$ cat src/rtl/vga_sync_decoder_pkg.sv
// Shared VGA 640x480 timing constants, counter types and decoder helpers.
// Both the timing generators and the sync decoder take their defaults from here.
package vga_sync_decoder_pkg;

  localparam int unsigned CNT_W = 10;

  localparam int unsigned VGA_H_TOTAL     = 800;
  localparam int unsigned VGA_H_SYNC      = 96;
  localparam int unsigned VGA_H_ACT_START = 144;
  localparam int unsigned VGA_H_ACT_LEN   = 640;
  localparam int unsigned VGA_V_TOTAL     = 521;
  localparam int unsigned VGA_V_SYNC      = 2;
  localparam int unsigned VGA_V_ACT_START = 31;
  localparam int unsigned VGA_V_ACT_LEN   = 480;

  localparam int unsigned VGA_LOCK_LINES  = 4;
  localparam int unsigned VGA_LOCK_FRAMES = 2;

  typedef logic [CNT_W-1:0] cnt_t;

  // Single-cycle status pulses produced by the decoder.
  typedef struct packed {
    logic line_err;
    logic frame_err;
    logic frame_start;
  } sync_evt_t;

  // True when start <= pos < start+len (all 10-bit unsigned).
  function automatic logic in_window(cnt_t pos, cnt_t start, cnt_t len);
    return (pos >= start) && (pos < cnt_t'(start + len));
  endfunction

endpackage

$ cat src/rtl/vga_sync_decoder_if.sv
// Sync input / recovered timing bundle of the VGA sync decoder.
//   master: drives HS/VS, observes recovered timing (source or bench side)
//   slave : the decoder itself
interface vga_sync_decoder_if;
  import vga_sync_decoder_pkg::*;

  logic HS;
  logic VS;
  cnt_t hcount;
  cnt_t vcount;
  logic active;
  logic hLocked;
  logic vLocked;
  logic locked;
  cnt_t lineLen;
  logic lineErr;
  logic frameErr;
  logic frameStart;

  modport master (
    output HS, VS,
    input  hcount, vcount, active, hLocked, vLocked, locked,
           lineLen, lineErr, frameErr, frameStart
  );

  modport slave (
    input  HS, VS,
    output hcount, vcount, active, hLocked, vLocked, locked,
           lineLen, lineErr, frameErr, frameStart
  );

endinterface

$ cat src/rtl/vga_sync_decoder_edge.sv
// vga_sync_edge: 2-flop synchronizer followed by a 1-flop delay for rise detection.
//   clk25M : pixel clock
//   rstN   : asynchronous active-low reset
//   din    : asynchronous sync input
//   rise_c : high for one cycle when the synchronized input goes 0 -> 1
module vga_sync_edge (
  input  logic clk25M,
  input  logic rstN,
  input  logic din,
  output logic rise_c
);

  logic [1:0] sync_q;
  logic       dly_q;

  // Synchronizer and edge-detect delay.
  always_ff @(posedge clk25M or negedge rstN) begin
    if (!rstN) begin
      sync_q <= 2'b00;
      dly_q  <= 1'b0;
    end else begin
      sync_q <= {sync_q[0], din};
      dly_q  <= sync_q[1];
    end
  end

  assign rise_c = sync_q[1] & ~dly_q;

endmodule

$ cat src/rtl/vga_sync_decoder.sv
// vga_sync_decoder: recovers hcount/vcount from HS/VS, measures line and frame
// lengths against nominal timing, declares lock and flags the active region.
//   clk25M : pixel clock
//   rstN   : asynchronous active-low reset
//   bus    : slave side of vga_sync_decoder_if (HS/VS in, recovered timing out)
module vga_sync_decoder
  import vga_sync_decoder_pkg::*;
#(
  parameter int unsigned H_TOTAL     = VGA_H_TOTAL,
  parameter int unsigned V_TOTAL     = VGA_V_TOTAL,
  parameter int unsigned H_ACT_START = VGA_H_ACT_START,
  parameter int unsigned H_ACT_LEN   = VGA_H_ACT_LEN,
  parameter int unsigned V_ACT_START = VGA_V_ACT_START,
  parameter int unsigned V_ACT_LEN   = VGA_V_ACT_LEN,
  parameter int unsigned LOCK_LINES  = VGA_LOCK_LINES,
  parameter int unsigned LOCK_FRAMES = VGA_LOCK_FRAMES
) (
  input logic               clk25M,
  input logic               rstN,
  vga_sync_decoder_if.slave bus
);

  // One extra bit so that a saturated count + 1 never aliases a valid length.
  localparam int unsigned LEN_W = CNT_W + 1;
  localparam int unsigned LL_W  = $clog2(LOCK_LINES + 1);
  localparam int unsigned LF_W  = $clog2(LOCK_FRAMES + 1);

  logic             h_rise_c, v_rise_c;
  logic [LEN_W-1:0] h_len_c, v_len_c;

  cnt_t             hcount_q, hcount_d;
  cnt_t             vcount_q, vcount_d;
  cnt_t             line_len_q, line_len_d;
  logic [LL_W-1:0]  good_lines_q, good_lines_d;
  logic [LF_W-1:0]  good_frames_q, good_frames_d;
  logic             h_seen_q, h_seen_d;
  logic             v_seen_q, v_seen_d;
  logic             v_pend_q, v_pend_d;
  logic             h_to_q, h_to_d;
  logic             h_locked_q, h_locked_d;
  logic             v_locked_q, v_locked_d;
  logic             active_q, active_d;
  sync_evt_t        evt_q, evt_d;

  vga_sync_edge u_hs_edge (
    .clk25M (clk25M),
    .rstN   (rstN),
    .din    (bus.HS),
    .rise_c (h_rise_c)
  );

  vga_sync_edge u_vs_edge (
    .clk25M (clk25M),
    .rstN   (rstN),
    .din    (bus.VS),
    .rise_c (v_rise_c)
  );

  assign h_len_c = {1'b0, hcount_q} + LEN_W'(1);
  assign v_len_c = {1'b0, vcount_q} + LEN_W'(1);

  // Next-state: counters, measurements, lock counters and pulses.
  always_comb begin
    hcount_d      = hcount_q;
    vcount_d      = vcount_q;
    line_len_d    = line_len_q;
    good_lines_d  = good_lines_q;
    good_frames_d = good_frames_q;
    h_seen_d      = h_seen_q;
    v_seen_d      = v_seen_q;
    v_pend_d      = v_pend_q;
    h_to_d        = h_to_q;
    evt_d         = '0;

    if (h_rise_c) begin
      hcount_d = '0;
    end else if (!(&hcount_q)) begin
      hcount_d = hcount_q + cnt_t'(1);
    end

    // HS timeout fires once per missing-HS episode; re-armed by the next hRise.
    if (!h_rise_c && (&hcount_q) && !h_to_q) begin
      evt_d.line_err = 1'b1;
      good_lines_d   = '0;
      h_to_d         = 1'b1;
    end

    if (h_rise_c) begin
      h_to_d   = 1'b0;
      h_seen_d = 1'b1;
      // The first hRise after reset only arms line measurement.
      if (h_seen_q) begin
        line_len_d = cnt_t'(h_len_c);
        if (h_len_c == LEN_W'(H_TOTAL)) begin
          if (good_lines_q != LL_W'(LOCK_LINES)) begin
            good_lines_d = good_lines_q + LL_W'(1);
          end
        end else begin
          good_lines_d   = '0;
          evt_d.line_err = 1'b1;
        end
      end

      // A pending (or coincident) vRise is consumed here and restarts the frame.
      if (v_pend_q || v_rise_c) begin
        vcount_d          = '0;
        v_pend_d          = 1'b0;
        v_seen_d          = 1'b1;
        evt_d.frame_start = 1'b1;
        if (v_seen_q) begin
          if (v_len_c == LEN_W'(V_TOTAL)) begin
            if (good_frames_q != LF_W'(LOCK_FRAMES)) begin
              good_frames_d = good_frames_q + LF_W'(1);
            end
          end else begin
            good_frames_d   = '0;
            evt_d.frame_err = 1'b1;
          end
        end
      end else if (!(&vcount_q)) begin
        vcount_d = vcount_q + cnt_t'(1);
      end
    end else if (v_rise_c) begin
      v_pend_d = 1'b1;
    end

    h_locked_d = (good_lines_d == LL_W'(LOCK_LINES));
    v_locked_d = (good_frames_d == LF_W'(LOCK_FRAMES));
    // Evaluated on next-state counters so active lines up with hcount/vcount.
    active_d   = h_locked_d && v_locked_d &&
                 in_window(hcount_d, cnt_t'(H_ACT_START), cnt_t'(H_ACT_LEN)) &&
                 in_window(vcount_d, cnt_t'(V_ACT_START), cnt_t'(V_ACT_LEN));
  end

  // State registers.
  always_ff @(posedge clk25M or negedge rstN) begin
    if (!rstN) begin
      hcount_q      <= '0;
      vcount_q      <= '0;
      line_len_q    <= '0;
      good_lines_q  <= '0;
      good_frames_q <= '0;
      h_seen_q      <= 1'b0;
      v_seen_q      <= 1'b0;
      v_pend_q      <= 1'b0;
      h_to_q        <= 1'b0;
      h_locked_q    <= 1'b0;
      v_locked_q    <= 1'b0;
      active_q      <= 1'b0;
      evt_q         <= '0;
    end else begin
      hcount_q      <= hcount_d;
      vcount_q      <= vcount_d;
      line_len_q    <= line_len_d;
      good_lines_q  <= good_lines_d;
      good_frames_q <= good_frames_d;
      h_seen_q      <= h_seen_d;
      v_seen_q      <= v_seen_d;
      v_pend_q      <= v_pend_d;
      h_to_q        <= h_to_d;
      h_locked_q    <= h_locked_d;
      v_locked_q    <= v_locked_d;
      active_q      <= active_d;
      evt_q         <= evt_d;
    end
  end

  assign bus.hcount     = hcount_q;
  assign bus.vcount     = vcount_q;
  assign bus.lineLen    = line_len_q;
  assign bus.hLocked    = h_locked_q;
  assign bus.vLocked    = v_locked_q;
  assign bus.locked     = h_locked_q & v_locked_q;
  assign bus.active     = active_q;
  assign bus.lineErr    = evt_q.line_err;
  assign bus.frameErr   = evt_q.frame_err;
  assign bus.frameStart = evt_q.frame_start;

endmodule
$ cat src/flat_wrapper.sv
// flat-port wrapper written by rule: the top's interface ports become plain ports
module vga_sync_decoder_flat import vga_sync_decoder_pkg::*;
#(
  parameter int unsigned H_TOTAL     = VGA_H_TOTAL,
  parameter int unsigned V_TOTAL     = VGA_V_TOTAL,
  parameter int unsigned H_ACT_START = VGA_H_ACT_START,
  parameter int unsigned H_ACT_LEN   = VGA_H_ACT_LEN,
  parameter int unsigned V_ACT_START = VGA_V_ACT_START,
  parameter int unsigned V_ACT_LEN   = VGA_V_ACT_LEN,
  parameter int unsigned LOCK_LINES  = VGA_LOCK_LINES,
  parameter int unsigned LOCK_FRAMES = VGA_LOCK_FRAMES
)
  (clk25M, rstN, bus_HS, bus_VS, bus_hcount, bus_vcount, bus_active, bus_hLocked, bus_vLocked, bus_locked, bus_lineLen, bus_lineErr, bus_frameErr, bus_frameStart);
  vga_sync_decoder_if bus_i ();
  input logic clk25M;
  input logic rstN;
  input wire logic [$bits(bus_i.HS)-1:0] bus_HS;
  input wire logic [$bits(bus_i.VS)-1:0] bus_VS;
  output wire logic [$bits(bus_i.hcount)-1:0] bus_hcount;
  output wire logic [$bits(bus_i.vcount)-1:0] bus_vcount;
  output wire logic [$bits(bus_i.active)-1:0] bus_active;
  output wire logic [$bits(bus_i.hLocked)-1:0] bus_hLocked;
  output wire logic [$bits(bus_i.vLocked)-1:0] bus_vLocked;
  output wire logic [$bits(bus_i.locked)-1:0] bus_locked;
  output wire logic [$bits(bus_i.lineLen)-1:0] bus_lineLen;
  output wire logic [$bits(bus_i.lineErr)-1:0] bus_lineErr;
  output wire logic [$bits(bus_i.frameErr)-1:0] bus_frameErr;
  output wire logic [$bits(bus_i.frameStart)-1:0] bus_frameStart;
  assign bus_i.HS = bus_HS;
  assign bus_i.VS = bus_VS;
  assign bus_hcount = bus_i.hcount;
  assign bus_vcount = bus_i.vcount;
  assign bus_active = bus_i.active;
  assign bus_hLocked = bus_i.hLocked;
  assign bus_vLocked = bus_i.vLocked;
  assign bus_locked = bus_i.locked;
  assign bus_lineLen = bus_i.lineLen;
  assign bus_lineErr = bus_i.lineErr;
  assign bus_frameErr = bus_i.frameErr;
  assign bus_frameStart = bus_i.frameStart;
  vga_sync_decoder #(.H_TOTAL(H_TOTAL), .V_TOTAL(V_TOTAL), .H_ACT_START(H_ACT_START), .H_ACT_LEN(H_ACT_LEN), .V_ACT_START(V_ACT_START), .V_ACT_LEN(V_ACT_LEN), .LOCK_LINES(LOCK_LINES), .LOCK_FRAMES(LOCK_FRAMES)) u_core (.clk25M(clk25M), .rstN(rstN), .bus(bus_i));
endmodule
$ cat config.mk
export PLATFORM = sky130hd
export DESIGN_NAME = vga_sync_decoder_flat
export DESIGN_NICKNAME = d
export VERILOG_FILES = /design/src/rtl/vga_sync_decoder_pkg.sv /design/src/rtl/vga_sync_decoder_if.sv /design/src/rtl/vga_sync_decoder_edge.sv /design/src/rtl/vga_sync_decoder.sv /design/src/flat_wrapper.sv
export SDC_FILE = /design/constraint.sdc
export NUM_CORES = 1
export LEC_CHECK = 0
export ABC_AREA = 1
export CORE_ASPECT_RATIO = 1.25
export CORE_MARGIN = 2
export CORE_UTILIZATION = 40
export DETAILED_ROUTE_END_ITERATION = 16
export PLACE_DENSITY_LB_ADDON = 0.05
export RECOVER_POWER = 25
export SETUP_SLACK_MARGIN = 0.02
export SLEW_MARGIN = 40
export SYNTH_ARGS = -nofsm -noshare
export SYNTH_HDL_FRONTEND = slang
export SYNTH_HIERARCHICAL = 1
export SYNTH_SLANG_ARGS = --single-unit
$ cat constraint.sdc
create_clock -name clk25M -period 5.76 [get_ports clk25M]
set_clock_uncertainty 0.15 [all_clocks]
set_input_delay 1.152 -clock clk25M [delete_from_list [all_inputs] [get_ports clk25M]]
set_output_delay 1.152 -clock clk25M [all_outputs]
set_load 0.005 [all_outputs]
==> metrics <==
status=finished, violations left; failing checks=capacitance limit, slew limit; Total Power=0.913 mW; Initial Utilization=0.416; die area=7560 um2; Die Wd=78.1 um; first-pass GRT wire length=~11000 um; DR vias=2265; largest net degree at the start of global routing=52; worst hold stages=0; slowest CP cell=clkbuf_1; clk root buf=clkbuf_8; Max FO, Critical Path=51; number of DRC markers in iteration 0=85; Post-CTS Setup Bufs=0; antenna violations before repair=0; max-cap viol count=1; Startpoint Class=input pin; Leakage=roughly 1.6 nW; vias in the first global route=approximately 2300; Detailed Place HPWL=between 4000 and 5000 um; DRC=0; IO Pins=41; Critical Path End Type=async pin; setup TNS=0 ps; area grow syn2layout=20.6%; core box area=6610 um2; VDD IR max=0.175 mV; worst setup margin=2270 ps; fill count=669; R2R depth=12; kind of critical path=in2async; routed len/inst=12.5 um; CTS buffer count=5; register area share after synthesis=0.464; CTS tree=done; Synth cell types=33; H-tree depth=2; Sink Count=slightly above 50; Nets=398; crit path buf inv count=2; TritonRoute pass-1 iters=4; pre-CTS setup slack=3320 ps; CP required=between 5000 and 6000 ps; Net Count, Synth=356; Via density=4.76; cell row count=33; Worst path depth=2; Max Clk Rate=287 MHz; Final Hold Fails=0; overall routed net length=5950 um; Global Route Usage Sum=0.174; Worst slew margin=-0.808; flip-flop and latch count after synthesis=51; I/O Buffers=40; # diodes=0; post_cts resized=0; Syn Area/Cell=just under 8 um2; clk_lat worst skew=around 300 ps; RSZ-0062 raised after global routing=false; Min-Delay Path Class=reg2reg; clock-pin slew on the worst setup and hold paths=approximately 90 ps; die height=96.7 um; Final min period=3490 ps; Post-DRT Antenna Nets=0; final max-slew violation count=52; setup violators final=0; CP Cell Sequence=buf_2, clkbuf_1; GPL Wtd Cong=0.899; clk buf depth=2; slew of the pin with the lowest slew margin=2710 ps; hold_buf cts=0; Worst EP arrival=3170 ps; Mapped Area=between 2000 and 3000 um2; share of layout cells above drive strength 1=0.136; synthesis warning total=6; cells after synthesis=around 350; CP max stage delay=1920 ps; Tcrit/Tclk final=0.605; P per Cell Area=about 280 nW/um2; critical path's top delay family=buffers and inverters; Remaining Overflow, GRT=0
final timing paths:
path | start | to | slack [ps]
min in group asynchronous | rstN | u_core/bus.lineLen[0]$_DFFE_PN0P_ | 1660
worst min register to register | u_core/u_vs_edge/sync_q[0]$_DFF_PN0_ | u_core/u_vs_edge/sync_q[1]$_DFF_PN0_ | 210
worst min-delay path | u_core/u_vs_edge/sync_q[0]$_DFF_PN0_ | u_core/u_vs_edge/sync_q[1]$_DFF_PN0_ | 210
max in group clk25M | u_core/u_hs_edge/sync_q[1]$_DFF_PN0_ | u_core/bus.active$_DFF_PN0_ | 3000
worst max register to register | u_core/u_hs_edge/sync_q[1]$_DFF_PN0_ | u_core/bus.active$_DFF_PN0_ | 3000
worst max-delay path | rstN | u_core/good_frames_q[1]$_DFF_PN0_ | 2270
state kept, by name, summed over array words and instances (netlist names), 2 cells and up:
signal / count
u_core/good_lines_q: 3
u_core/bus.hcount: 10
u_core/u_hs_edge/sync_q: 2
u_core/bus.vcount: 10
u_core/bus.lineLen: 10
u_core/good_frames_q: 2
u_core/u_vs_edge/sync_q: 2
worst reg2reg max path: stages, from the launching register on:
cell and delay, ps:
dfrtp_1 350, inv_1 40, nor2_1 740, inv_2 340
nor2_4 310, nand2_1 130, inv_1 100, nand2_1 50
o21ai_1 60, nand2_1 90, nor2_2 130, nand4_1 110
nor2_2 110
metrics by stage:
stage	instances	instance area [um2]	hold slack, ps	utilization
floorplan	346	2750	181	-
global placement	468	3220	188	0.488
detailed placement	468	3220	189	0.488
CTS	476	3320	212	0.503
global route	476	3310	229	0.502
finish	476	3310	209	0.502
cell usage in the layout (no fill, tap or decap), drive strengths merged:
cell type      netlist  final
ha                   6      6
xnor2                2      2
buf                  4      1
nor3                 1      1
dlygate4sd3          0      2
or2                  2      2
nand2               98     98
clkinv               2      3
a21oi                8      8
o21ai               20     20
xor2                 2      2
nand4               10     10
clkdlybuf4s50        0     37
clkbuf               2      7
o21bai               3      3
nor2                48     48
nand3               30     30
inv                 55     55
dfrtp               51     51
a31oi                2      2
clkinvlp             0      1
layer usage:
layer / global-route usage / routed length (um) / vias up
met3: 0.0271 / 197 / 14
met1: 0.208 / 2590 / 1032
met2: 0.312 / 2980 / 51
met4: 0.0634 / 182 / 0
li1: - / - / 1168
met5: 0 / 0 / -
cells by family after synthesis:
logic type | after synthesis | share of synthesized area
flops | 51 | 0.464
buf+inv | 63 | 0.0924
compound gates | 33 | 0.0665
fa+ha+maj | 6 | 0.0273
xor+xnor | 4 | 0.0155
simple gates | 189 | 0.334
synth_stat cells, drive strengths merged:
master   n  area share
nand2   98        0.15
inv     55       0.075
dfrtp   51        0.46
nor2    48       0.091
nand3   30       0.068
o21ai   20       0.038
nand4   10       0.023
a21oi    8       0.016
ha       6       0.027
buf      4      0.0077
o21bai   3      0.0082
a31oi    2      0.0046
clkbuf   2      0.0064
clkinv   2      0.0032
or2      2      0.0046
xnor2    2      0.0064
xor2     2      0.0091
nor3     1      0.0018
power by group:
group	internal (mW)	switching, mW	total [mW]
Combinational	0.117	0.130	0.247
Sequential	0.399	0.0516	0.450
Clock	0.0982	0.117	0.215
Total	0.614	0.299	0.913
layout make-up:
cell class                      instances  area (um2)  area share
Clock buffer                            6        82.6      0.0249
Timing Repair Buffer                   41         399       0.120
Clock inverter                          2        16.3     0.00491
Inverter                               57         215      0.0649
Tap cell                               87         109      0.0328
Multi-Input combinational cell        232        1220       0.367
Sequential cell                        51        1280       0.385
No activity file was read; power rests on OpenSTA's default activity.
